[config.mk]
export PLATFORM = sky130hd
export DESIGN_NAME = branch_resolve_unit_flat
export DESIGN_NICKNAME = d
export VERILOG_FILES = /design/src/rtl/branch_resolve_unit_if.sv /design/src/rtl/branch_resolve_unit.sv /design/src/flat_wrapper.sv
export SDC_FILE = /design/constraint.sdc
export NUM_CORES = 1
export LEC_CHECK = 0
export CAP_MARGIN = 20
export CORE_ASPECT_RATIO = 1.25
export CORE_MARGIN = 3
export CORE_UTILIZATION = 48
export CTS_BUF_LIST = sky130_fd_sc_hd__clkbuf_2
export DETAILED_ROUTE_END_ITERATION = 7
export PLACE_DENSITY = 0.86
export SLEW_MARGIN = 20
export SYNTH_ARGS = -nofsm -noshare
export SYNTH_HDL_FRONTEND = slang
export SYNTH_SLANG_ARGS = --single-unit
[constraint.sdc]
create_clock -name clk -period 6.1 [get_ports clk]
set_input_delay 1.22 -clock clk [delete_from_list [all_inputs] [get_ports clk]]
set_output_delay 1.22 -clock clk [all_outputs]
set_load 0.1 [all_outputs]
[src/rtl/branch_resolve_unit_if.sv]
`default_nettype none
// ============================================================================
//  Module      : branch_resolve_unit_if
//  Description : Port bundle between ID-stage branch issue and the branch
//                resolution stage (operands, control, results, statistics).
//  Revision    : 1.0 - initial release
// ============================================================================
interface branch_resolve_unit_if #(
    parameter int WIDTH  = 32,
    parameter int PC_W   = 32,
    parameter int STAT_W = 16
) ();
    logic              stall;
    logic              flush;
    logic              br_valid;
    logic [2:0]        br_op;
    logic [WIDTH-1:0]  op1;
    logic [WIDTH-1:0]  op2;
    logic [PC_W-1:0]   pc;
    logic [15:0]       offset;
    logic              pred_in;
    logic [PC_W-1:0]   lookup_pc;
    logic              pred_taken;
    logic              res_valid;
    logic              taken;
    logic [PC_W-1:0]   target;
    logic              zero;
    logic              one;
    logic              mispredict;
    logic              illegal_op;
    logic [STAT_W-1:0] br_count;
    logic [STAT_W-1:0] miss_count;

    // Issuing side: drives branches, observes resolution
    modport master (
        output stall, flush, br_valid, br_op, op1, op2, pc, offset, pred_in, lookup_pc,
        input  pred_taken, res_valid, taken, target, zero, one, mispredict, illegal_op,
               br_count, miss_count
    );

    // Resolution unit side
    modport slave (
        input  stall, flush, br_valid, br_op, op1, op2, pc, offset, pred_in, lookup_pc,
        output pred_taken, res_valid, taken, target, zero, one, mispredict, illegal_op,
               br_count, miss_count
    );
endinterface
`default_nettype wire

[src/rtl/branch_resolve_unit.sv]
`default_nettype none
// ============================================================================
//  Module      : branch_resolve_unit
//  Description : Registered MIPS branch resolution (BEQ/BNE/BLTZ/BGEZ/BLEZ/
//                BGTZ), target computation, optional 2-bit BHT and saturating
//                branch / mispredict statistics.
//                Define BRANCH_PRED_EN to build the branch history table;
//                otherwise prediction is static not-taken.
//  Revision    : 1.0 - initial release
// ============================================================================
module branch_resolve_unit #(
    parameter int WIDTH     = 32,
    parameter int PC_W      = 32,
    parameter int BHT_DEPTH = 16,
    parameter int STAT_W    = 16
) (
    input  wire logic             clk,
    input  wire logic             rst,
    branch_resolve_unit_if.slave  bus
);
    localparam int c_IDX_W = $clog2(BHT_DEPTH);

    logic              r_resValid;
    logic              r_taken;
    logic [PC_W-1:0]   r_target;
    logic              r_zero;
    logic              r_one;
    logic              r_mispredict;
    logic              r_illegal;
    logic [STAT_W-1:0] r_brCount;
    logic [STAT_W-1:0] r_missCount;

    logic              w_brTaken;
    logic              w_illegal;
    logic              w_capture;
    logic              w_missNext;
    logic              w_neg;
    logic              w_isZero;
    logic [PC_W-1:0]   w_target;
    logic              w_unusedBits;

    assign w_neg     = bus.op1[WIDTH-1];
    assign w_isZero  = (bus.op1 == '0);
    assign w_illegal = bus.br_op[2] & bus.br_op[1];
    // Flush outranks stall; either one blocks capture and all state updates
    assign w_capture = bus.br_valid & ~bus.flush & ~bus.stall;
    assign w_target  = bus.pc + PC_W'(4) + {{(PC_W-18){bus.offset[15]}}, bus.offset, 2'b00};

    // Branch condition evaluation on signed operands; illegal ops resolve not-taken
    always_comb begin
        w_brTaken = 1'b0;
        case (bus.br_op)
            3'd0:    w_brTaken = (bus.op1 == bus.op2);
            3'd1:    w_brTaken = (bus.op1 != bus.op2);
            3'd2:    w_brTaken = w_neg;
            3'd3:    w_brTaken = ~w_neg;
            3'd4:    w_brTaken = w_neg | w_isZero;
            3'd5:    w_brTaken = ~w_neg & ~w_isZero;
            default: w_brTaken = 1'b0;
        endcase
    end

`ifdef BRANCH_PRED_EN
    logic [1:0]         r_bht [BHT_DEPTH];
    logic [c_IDX_W-1:0] w_updIdx;
    logic [c_IDX_W-1:0] w_lookIdx;

    assign w_updIdx     = bus.pc[c_IDX_W+1:2];
    assign w_lookIdx    = bus.lookup_pc[c_IDX_W+1:2];
    // Registered array read: a same-cycle update is seen on the following cycle
    assign bus.pred_taken = r_bht[w_lookIdx][1];
    assign w_missNext   = w_brTaken ^ bus.pred_in;
    assign w_unusedBits = ^{bus.lookup_pc[PC_W-1:c_IDX_W+2], bus.lookup_pc[1:0]};

    // 2-bit saturating counters, trained only by legal captured branches
    always_ff @(posedge clk) begin
        if (rst) begin
            for (int i = 0; i < BHT_DEPTH; i++) r_bht[i] <= 2'b01;
        end else if (w_capture && !w_illegal) begin
            if (w_brTaken && r_bht[w_updIdx] != 2'b11)
                r_bht[w_updIdx] <= r_bht[w_updIdx] + 2'b01;
            else if (!w_brTaken && r_bht[w_updIdx] != 2'b00)
                r_bht[w_updIdx] <= r_bht[w_updIdx] - 2'b01;
        end
    end
`else
    // Static not-taken: every taken branch is a mispredict
    assign bus.pred_taken = 1'b0;
    assign w_missNext     = w_brTaken;
    assign w_unusedBits   = ^{bus.pred_in, bus.lookup_pc};
`endif

    // Result pipeline register with flush/stall priority
    always_ff @(posedge clk) begin
        if (rst) begin
            r_resValid   <= 1'b0;
            r_taken      <= 1'b0;
            r_target     <= '0;
            r_zero       <= 1'b0;
            r_one        <= 1'b0;
            r_mispredict <= 1'b0;
            r_illegal    <= 1'b0;
        end else if (bus.flush) begin
            r_resValid   <= 1'b0;
            r_taken      <= 1'b0;
            r_mispredict <= 1'b0;
            r_illegal    <= 1'b0;
        end else if (!bus.stall) begin
            r_resValid <= bus.br_valid;
            if (bus.br_valid) begin
                r_taken      <= w_brTaken;
                r_target     <= w_target;
                r_zero       <= (bus.op1 == bus.op2);
                r_one        <= (bus.op1 != bus.op2);
                r_mispredict <= w_missNext;
                r_illegal    <= w_illegal;
            end else begin
                r_taken      <= 1'b0;
                r_mispredict <= 1'b0;
                r_illegal    <= 1'b0;
            end
        end
    end

    // Saturating statistics; illegal ops still count as resolved branches
    always_ff @(posedge clk) begin
        if (rst) begin
            r_brCount   <= '0;
            r_missCount <= '0;
        end else if (w_capture) begin
            if (r_brCount != '1)
                r_brCount <= r_brCount + STAT_W'(1);
            if (w_missNext && r_missCount != '1)
                r_missCount <= r_missCount + STAT_W'(1);
        end
    end

    assign bus.res_valid  = r_resValid;
    assign bus.taken      = r_taken;
    assign bus.target     = r_target;
    assign bus.zero       = r_zero;
    assign bus.one        = r_one;
    assign bus.mispredict = r_mispredict;
    assign bus.illegal_op = r_illegal;
    assign bus.br_count   = r_brCount;
    assign bus.miss_count = r_missCount;

endmodule
`default_nettype wire

[src/flat_wrapper.sv]
// flat-port wrapper written by rule: the top's interface ports become plain ports
module branch_resolve_unit_flat 
#(
    parameter int WIDTH     = 32,
    parameter int PC_W      = 32,
    parameter int BHT_DEPTH = 16,
    parameter int STAT_W    = 16
)
  (clk, rst, bus_stall, bus_flush, bus_br_valid, bus_br_op, bus_op1, bus_op2, bus_pc, bus_offset, bus_pred_in, bus_lookup_pc, bus_pred_taken, bus_res_valid, bus_taken, bus_target, bus_zero, bus_one, bus_mispredict, bus_illegal_op, bus_br_count, bus_miss_count);
  branch_resolve_unit_if #(.WIDTH(WIDTH), .PC_W(PC_W), .STAT_W(STAT_W)) bus_i ();
  input  wire logic clk;
  input  wire logic rst;
  input wire logic [$bits(bus_i.stall)-1:0] bus_stall;
  input wire logic [$bits(bus_i.flush)-1:0] bus_flush;
  input wire logic [$bits(bus_i.br_valid)-1:0] bus_br_valid;
  input wire logic [$bits(bus_i.br_op)-1:0] bus_br_op;
  input wire logic [$bits(bus_i.op1)-1:0] bus_op1;
  input wire logic [$bits(bus_i.op2)-1:0] bus_op2;
  input wire logic [$bits(bus_i.pc)-1:0] bus_pc;
  input wire logic [$bits(bus_i.offset)-1:0] bus_offset;
  input wire logic [$bits(bus_i.pred_in)-1:0] bus_pred_in;
  input wire logic [$bits(bus_i.lookup_pc)-1:0] bus_lookup_pc;
  output wire logic [$bits(bus_i.pred_taken)-1:0] bus_pred_taken;
  output wire logic [$bits(bus_i.res_valid)-1:0] bus_res_valid;
  output wire logic [$bits(bus_i.taken)-1:0] bus_taken;
  output wire logic [$bits(bus_i.target)-1:0] bus_target;
  output wire logic [$bits(bus_i.zero)-1:0] bus_zero;
  output wire logic [$bits(bus_i.one)-1:0] bus_one;
  output wire logic [$bits(bus_i.mispredict)-1:0] bus_mispredict;
  output wire logic [$bits(bus_i.illegal_op)-1:0] bus_illegal_op;
  output wire logic [$bits(bus_i.br_count)-1:0] bus_br_count;
  output wire logic [$bits(bus_i.miss_count)-1:0] bus_miss_count;
  assign bus_i.stall = bus_stall;
  assign bus_i.flush = bus_flush;
  assign bus_i.br_valid = bus_br_valid;
  assign bus_i.br_op = bus_br_op;
  assign bus_i.op1 = bus_op1;
  assign bus_i.op2 = bus_op2;
  assign bus_i.pc = bus_pc;
  assign bus_i.offset = bus_offset;
  assign bus_i.pred_in = bus_pred_in;
  assign bus_i.lookup_pc = bus_lookup_pc;
  assign bus_pred_taken = bus_i.pred_taken;
  assign bus_res_valid = bus_i.res_valid;
  assign bus_taken = bus_i.taken;
  assign bus_target = bus_i.target;
  assign bus_zero = bus_i.zero;
  assign bus_one = bus_i.one;
  assign bus_mispredict = bus_i.mispredict;
  assign bus_illegal_op = bus_i.illegal_op;
  assign bus_br_count = bus_i.br_count;
  assign bus_miss_count = bus_i.miss_count;
  branch_resolve_unit #(.WIDTH(WIDTH), .PC_W(PC_W), .BHT_DEPTH(BHT_DEPTH), .STAT_W(STAT_W)) u_core (.clk(clk), .rst(rst), .bus(bus_i));
endmodule
---- Word level (Yosys, flattened, before mapping) ----
Cells that the tools add are included.
storage, ports and cells
  register bits after elaboration ......... 69
  bits in latches ......................... 0
  bits in writable memories ............... 0
  ROM bits ................................ 0
  output and inout bits ................... 71
  memories kept ........................... 0
operators by class
  $add $sub $neg .......................... 4
  multiply operators ...................... 0
  divide/modulo/power cells ............... 0
  order comparisons ....................... 0
  equality and inequality tests ........... 9
  shift operators ......................... 0
  multiplexer cells ....................... 3
  bitwise operators ....................... 9
  reduce and logical (&&, ||, !) cells .... 7
operators with widths
  operator                 count
  $add A16 B1 Y16 const B  2
  $add A32 B3 Y32 const B  1
  $add A32 B32 Y32         1
  $eq A32 B32 Y1           1
  $logic_not A32 Y1        1
  $ne A16 B16 Y1 const B   2
  $ne A32 B32 Y1           1
  $eq A3 B2 Y1 const B     2
  $eq A3 B3 Y1 const B     2
  $pmux W1 S6              1
  $and A1 B1 Y1            4
  $not A1 Y1               4
  $reduce_and A2 Y1        2
  $eq A3 B1 Y1 const B     1
  $logic_not A3 Y1         1
  $reduce_and A3 Y1        1
  $mux W1                  2
  $reduce_or A2 Y1         1
  $logic_and A1 B1 Y1      1
  $or A1 B1 Y1             1

---- Depth between registers and ports, before layout ----
  depth after elaboration ................. 6
  mapped depth ............................ 14

---- Worst setup path before layout ----
No wires, ideal clock.
  path type ............................... in2reg
  start ................................... input port bus_offset[9]
  end ..................................... register u_core.r_target[28] (netlist: u_core.bus.target[28])
  library setup time ...................... 0.120 ns
  arrival ................................. 3.439 ns
  setup slack ............................. 2.540 ns
  stages on the path ...................... 10
  cell sequence ........................... ha_1 -> ha_1 -> a21o_1 -> a221o_2 -> nand3_1 -> nand3b_4 -> a221o_2 -> a211oi_2 -> xor2_1 -> o21ai_1
between the ends
  longest elaborated chain between the ends .. 1
ends and longest elaborated chain
  what                  line                        source
  start, declared       flat_wrapper.sv:20          input wire logic [$bits(bus_i.offset)-1:0] bus_offset;
  $add A32 B32 Y32      branch_resolve_unit.sv:47   assign w_target = bus.pc + PC_W'(4) + {{(PC_W-18){bus.offset[15]}}, bus.offset, 2'b00};
  end signal, assigned  branch_resolve_unit.sv:112  r_target <= w_target;
  end, declared         branch_resolve_unit.sv:25   logic [PC_W-1:0] r_target;
Every way passes these cells.
A chain may end at the register's enable or synchronous reset.

---- Worst setup path after layout ----
  start ................................... input port bus_offset[15]
  end ..................................... register u_core.r_target[31] (netlist: u_core.bus.target[31])
The elaborated chain is that of the path after synthesis.

==> run_results.csv <==
group,metric,value,unit
routing,antenna_left,0,
job,cap_viol_max_count,0,
setup_path,cp-end-kind,"register",
logic_synthesis,synth_edf_count,0,
routing,num_vias,5295,
finish,layout-drive-gt1-share,4.72,%
cts,clkTransAtPathRegs,200,ps
timing,tightest_slew,1020,ps
setup_path,crit_slowest_cell,"clkdlybuf4s50_1",
finish,syn2layout_area_growth,39.1,%
setup_path,max_stage_delay,900,ps
power,clock_power_share,21.2,%
grt,grt_max_degree,44,
placed_design,dpl.hpwl,12.4,mm
routing,first_pass_iters,4,
timing,relSlewSlack,31.5,%
grt,first_global_vias,5358,
power,pwr-share-comb,41.0,%
cts,post-cts-setup-buffer-count,0,
floorplan,dieWidth,99.0,um
power,leakage,2.83,nW
placed_design,place.port_buffers,189,
timing,timing.hold.ws,465,ps
placed_design,dpl_worst_slack,1630,ps
finish,multi_input_area,3610,um^2
min_path,hp-class,"reg2reg",
cts,cts_buffer_depth,2,
floorplan,dieHeight,122,um
cts,clockRootBuffer,"clkbuf_2",
floorplan,die-area,12100,um^2
power,ir_drop,98.3,uV
timing,clock_skew,11.7,ps
logic_synthesis,netlist_instances,624,
logic_synthesis,ys_top_cells_by_area,"dfxtp_1 (27%), ha_1 (14%), xor2_1 (10%)",
floorplan,core,10300,um^2
logic_synthesis,synth_top_area_share,26.6,%
timing,setup_viol,0,
finish,ff_latch_area,1380,um^2
setup_path,path_max_fanout,15,
routing,drc,0,
floorplan,initial_utilization,50.4,%
placed_design,gp_congestion,0.863,
cts,cts_hold_buffers,0,
grt,antenna_found_initial,0,
setup_path,critPathKind,"in2reg",
cts,cts_buffers,9,
logic_synthesis,async_reset_ff_share,0,%
logic_synthesis,yosysTopAreaCell,"dfxtp_1",
logic_synthesis,yosys_warnings,0,
cts,cts_resized,0,
floorplan,ioPinCount,224,
setup_path,cp_data_required_time,6520,ps
logic_synthesis,synth-seq-cells,69,
timing,fin_crit_sh,65.1,%
logic_synthesis,synth-seq-area-share,26.6,%
routing,wire_per_inst,16.5,um
finish,fillerInstances,823,
grt,grt_util_all_layers,24.7,%
cts,cts_tree,"built",
routing,wirelength,15.4,mm
logic_synthesis,synth_ff_type,"dfxtp_1",
timing,timing.fmax,252,MHz
logic_synthesis,syn_avg_cell_area,8.32,um^2
finish,final_common_cell,"clkdlybuf4s50_1",
setup_path,crit_arrival,4390,ps
logic_synthesis,yosysUniqueCellTypes,71,
power,seq_power_share,37.8,%
cts,clock-sinks,69,
routing,via_per_inst,5.66,
logic_synthesis,syn-num-nets,837,
timing,rsz0062_at_grt,"no",
cts,clk_latency,500,ps
timing,finalHoldViolCount,0,
cts,cts_htree_levels,3,
status,status,"finished clean",
timing,setup_tns,0,ps
setup_path,cp_common_cell,"ha_1",
power,switchingPower,0.484,mW
grt,grt_pass1_wl,24.8,mm
setup_path,path_cells,"clkdlybuf4s50_1, ha_1, ha_1, nand2_1, o21ai_1, nand2b_1, and3_1, and2_1, o41ai_2, xnor2_1, a22o_1",
finish,most-common-layout-cells,"clkdlybuf4s50_1 (188), dfxtp_1 (69), nand2_1 (66)",
grt,grt-ovfl-total,0,
timing,setup_ws,2130,ps
logic_synthesis,syn_area,5190,um^2
floorplan,placementRows,41,
routing,drtIter0Drc,193,
power,power.internal,0.769,mW
power,pwr_density_cell,173,nW/um^2
setup_path,start_kind,"input pin",
timing,period_minus_slack,3970,ps
power,switching_share,38.6,%
finish,fin_nets,1014,
timing,drv_slew,0,
-- cell type report --
class | count | share of cell area [%]
Sequential cell | 69 | 19.1
Clock buffer | 9 | 0.624
Antenna cell | 1 | 0.0346
Inverter | 13 | 0.676
Timing Repair Buffer | 192 | 26.4
Multi-Input combinational cell | 516 | 50.0
Tap cell | 129 | 2.23
Clock inverter | 6 | 0.901
-- path summary, 6_finish.rpt --
kind / startpoint / to / slack, ps / cells past startpoint
setup / recovery: bus_offset[15] / u_core.bus.target[31] / 2130 / 11
hold reg to reg: u_core.bus.target[6] / u_core.bus.target[6] / 470 / 2
hold / removal: u_core.bus.target[6] / u_core.bus.target[6] / 470 / 2
setup reg to reg: u_core.bus.miss_count[7] / u_core.bus.miss_count[1] / 3650 / 8
-- synth_stat cells, types with 13 or more instances --
master / number
clkbuf_1: 13
nand2_1: 66
ha_1: 59
nor2_1: 55
o21ai_0: 16
nor4_1: 19
dfxtp_1: 69
o21ai_1: 13
nand3_1: 19
a21oi_1: 49
xnor2_1: 16
xor2_1: 60
nand4_1: 13
-- through the flow --
stage	power, mW	area (um^2)	util, %	cells
floorplan	0.824	5190	-	624
global placement	0.974	7110	69.0	919
detailed placement	0.988	7110	69.0	919
CTS	1.26	7220	70.0	934
global route	1.32	7220	70.0	934
finish	1.25	7220	70.1	935
-- routing by layer --
layer  global-route usage [%]  up-vias  wire, um
met5                        0        -         0
met4                     8.03        0       369
met3                     3.52       34       807
met2                     47.7      196      8150
met1                     27.6     2454      6070
li1                         -     2611         -
-- critical path: cells and delay by family --
kind / cells / cell delay, ps
buffers and inverters: 1 / 900
adders and majority gates: 2 / 780
AOI/OAI and AO/OA: 3 / 780
and+or+nand+nor: 4 / 540
xor gates and xnor gates: 1 / 150
-- flip-flops by register name, indices dropped and copies added, names as in the netlist --
signal	count
u_core.bus.target	32
u_core.bus.br_count	16
u_core.bus.miss_count	16
u_core.bus.illegal_op	1
u_core.bus.one	1
u_core.bus.res_valid	1
u_core.bus.taken	1
u_core.bus.zero	1
-- cell families after synthesis --
| logic type | Yosys count | share of synthesized area, % |
|---|---|---|
| flip-flops | 69 | 26.6 |
| other | 1 | 0.0722 |
| AND/OR/NAND/NOR | 232 | 22.9 |
| adder cells (fa/ha/maj) | 60 | 14.6 |
| multiplexers | 4 | 1.01 |
| buffers and inverters | 39 | 3.90 |
| XOR/XNOR | 76 | 12.8 |
| AO/OA/AOI/OAI | 143 | 18.1 |
-- power by group through the flow --
stage	Clock [mW]	Combinational, mW	Sequential (mW)
2_1_floorplan	0	0.248	0.576
3_3_place_gp	0	0.492	0.482
3_5_place_dp	0	0.506	0.482
4_1_cts	0.272	0.510	0.473
5_1_grt	0.291	0.550	0.475
6_report	0.266	0.513	0.474
No activity file was read; power rests on OpenSTA's default activity.
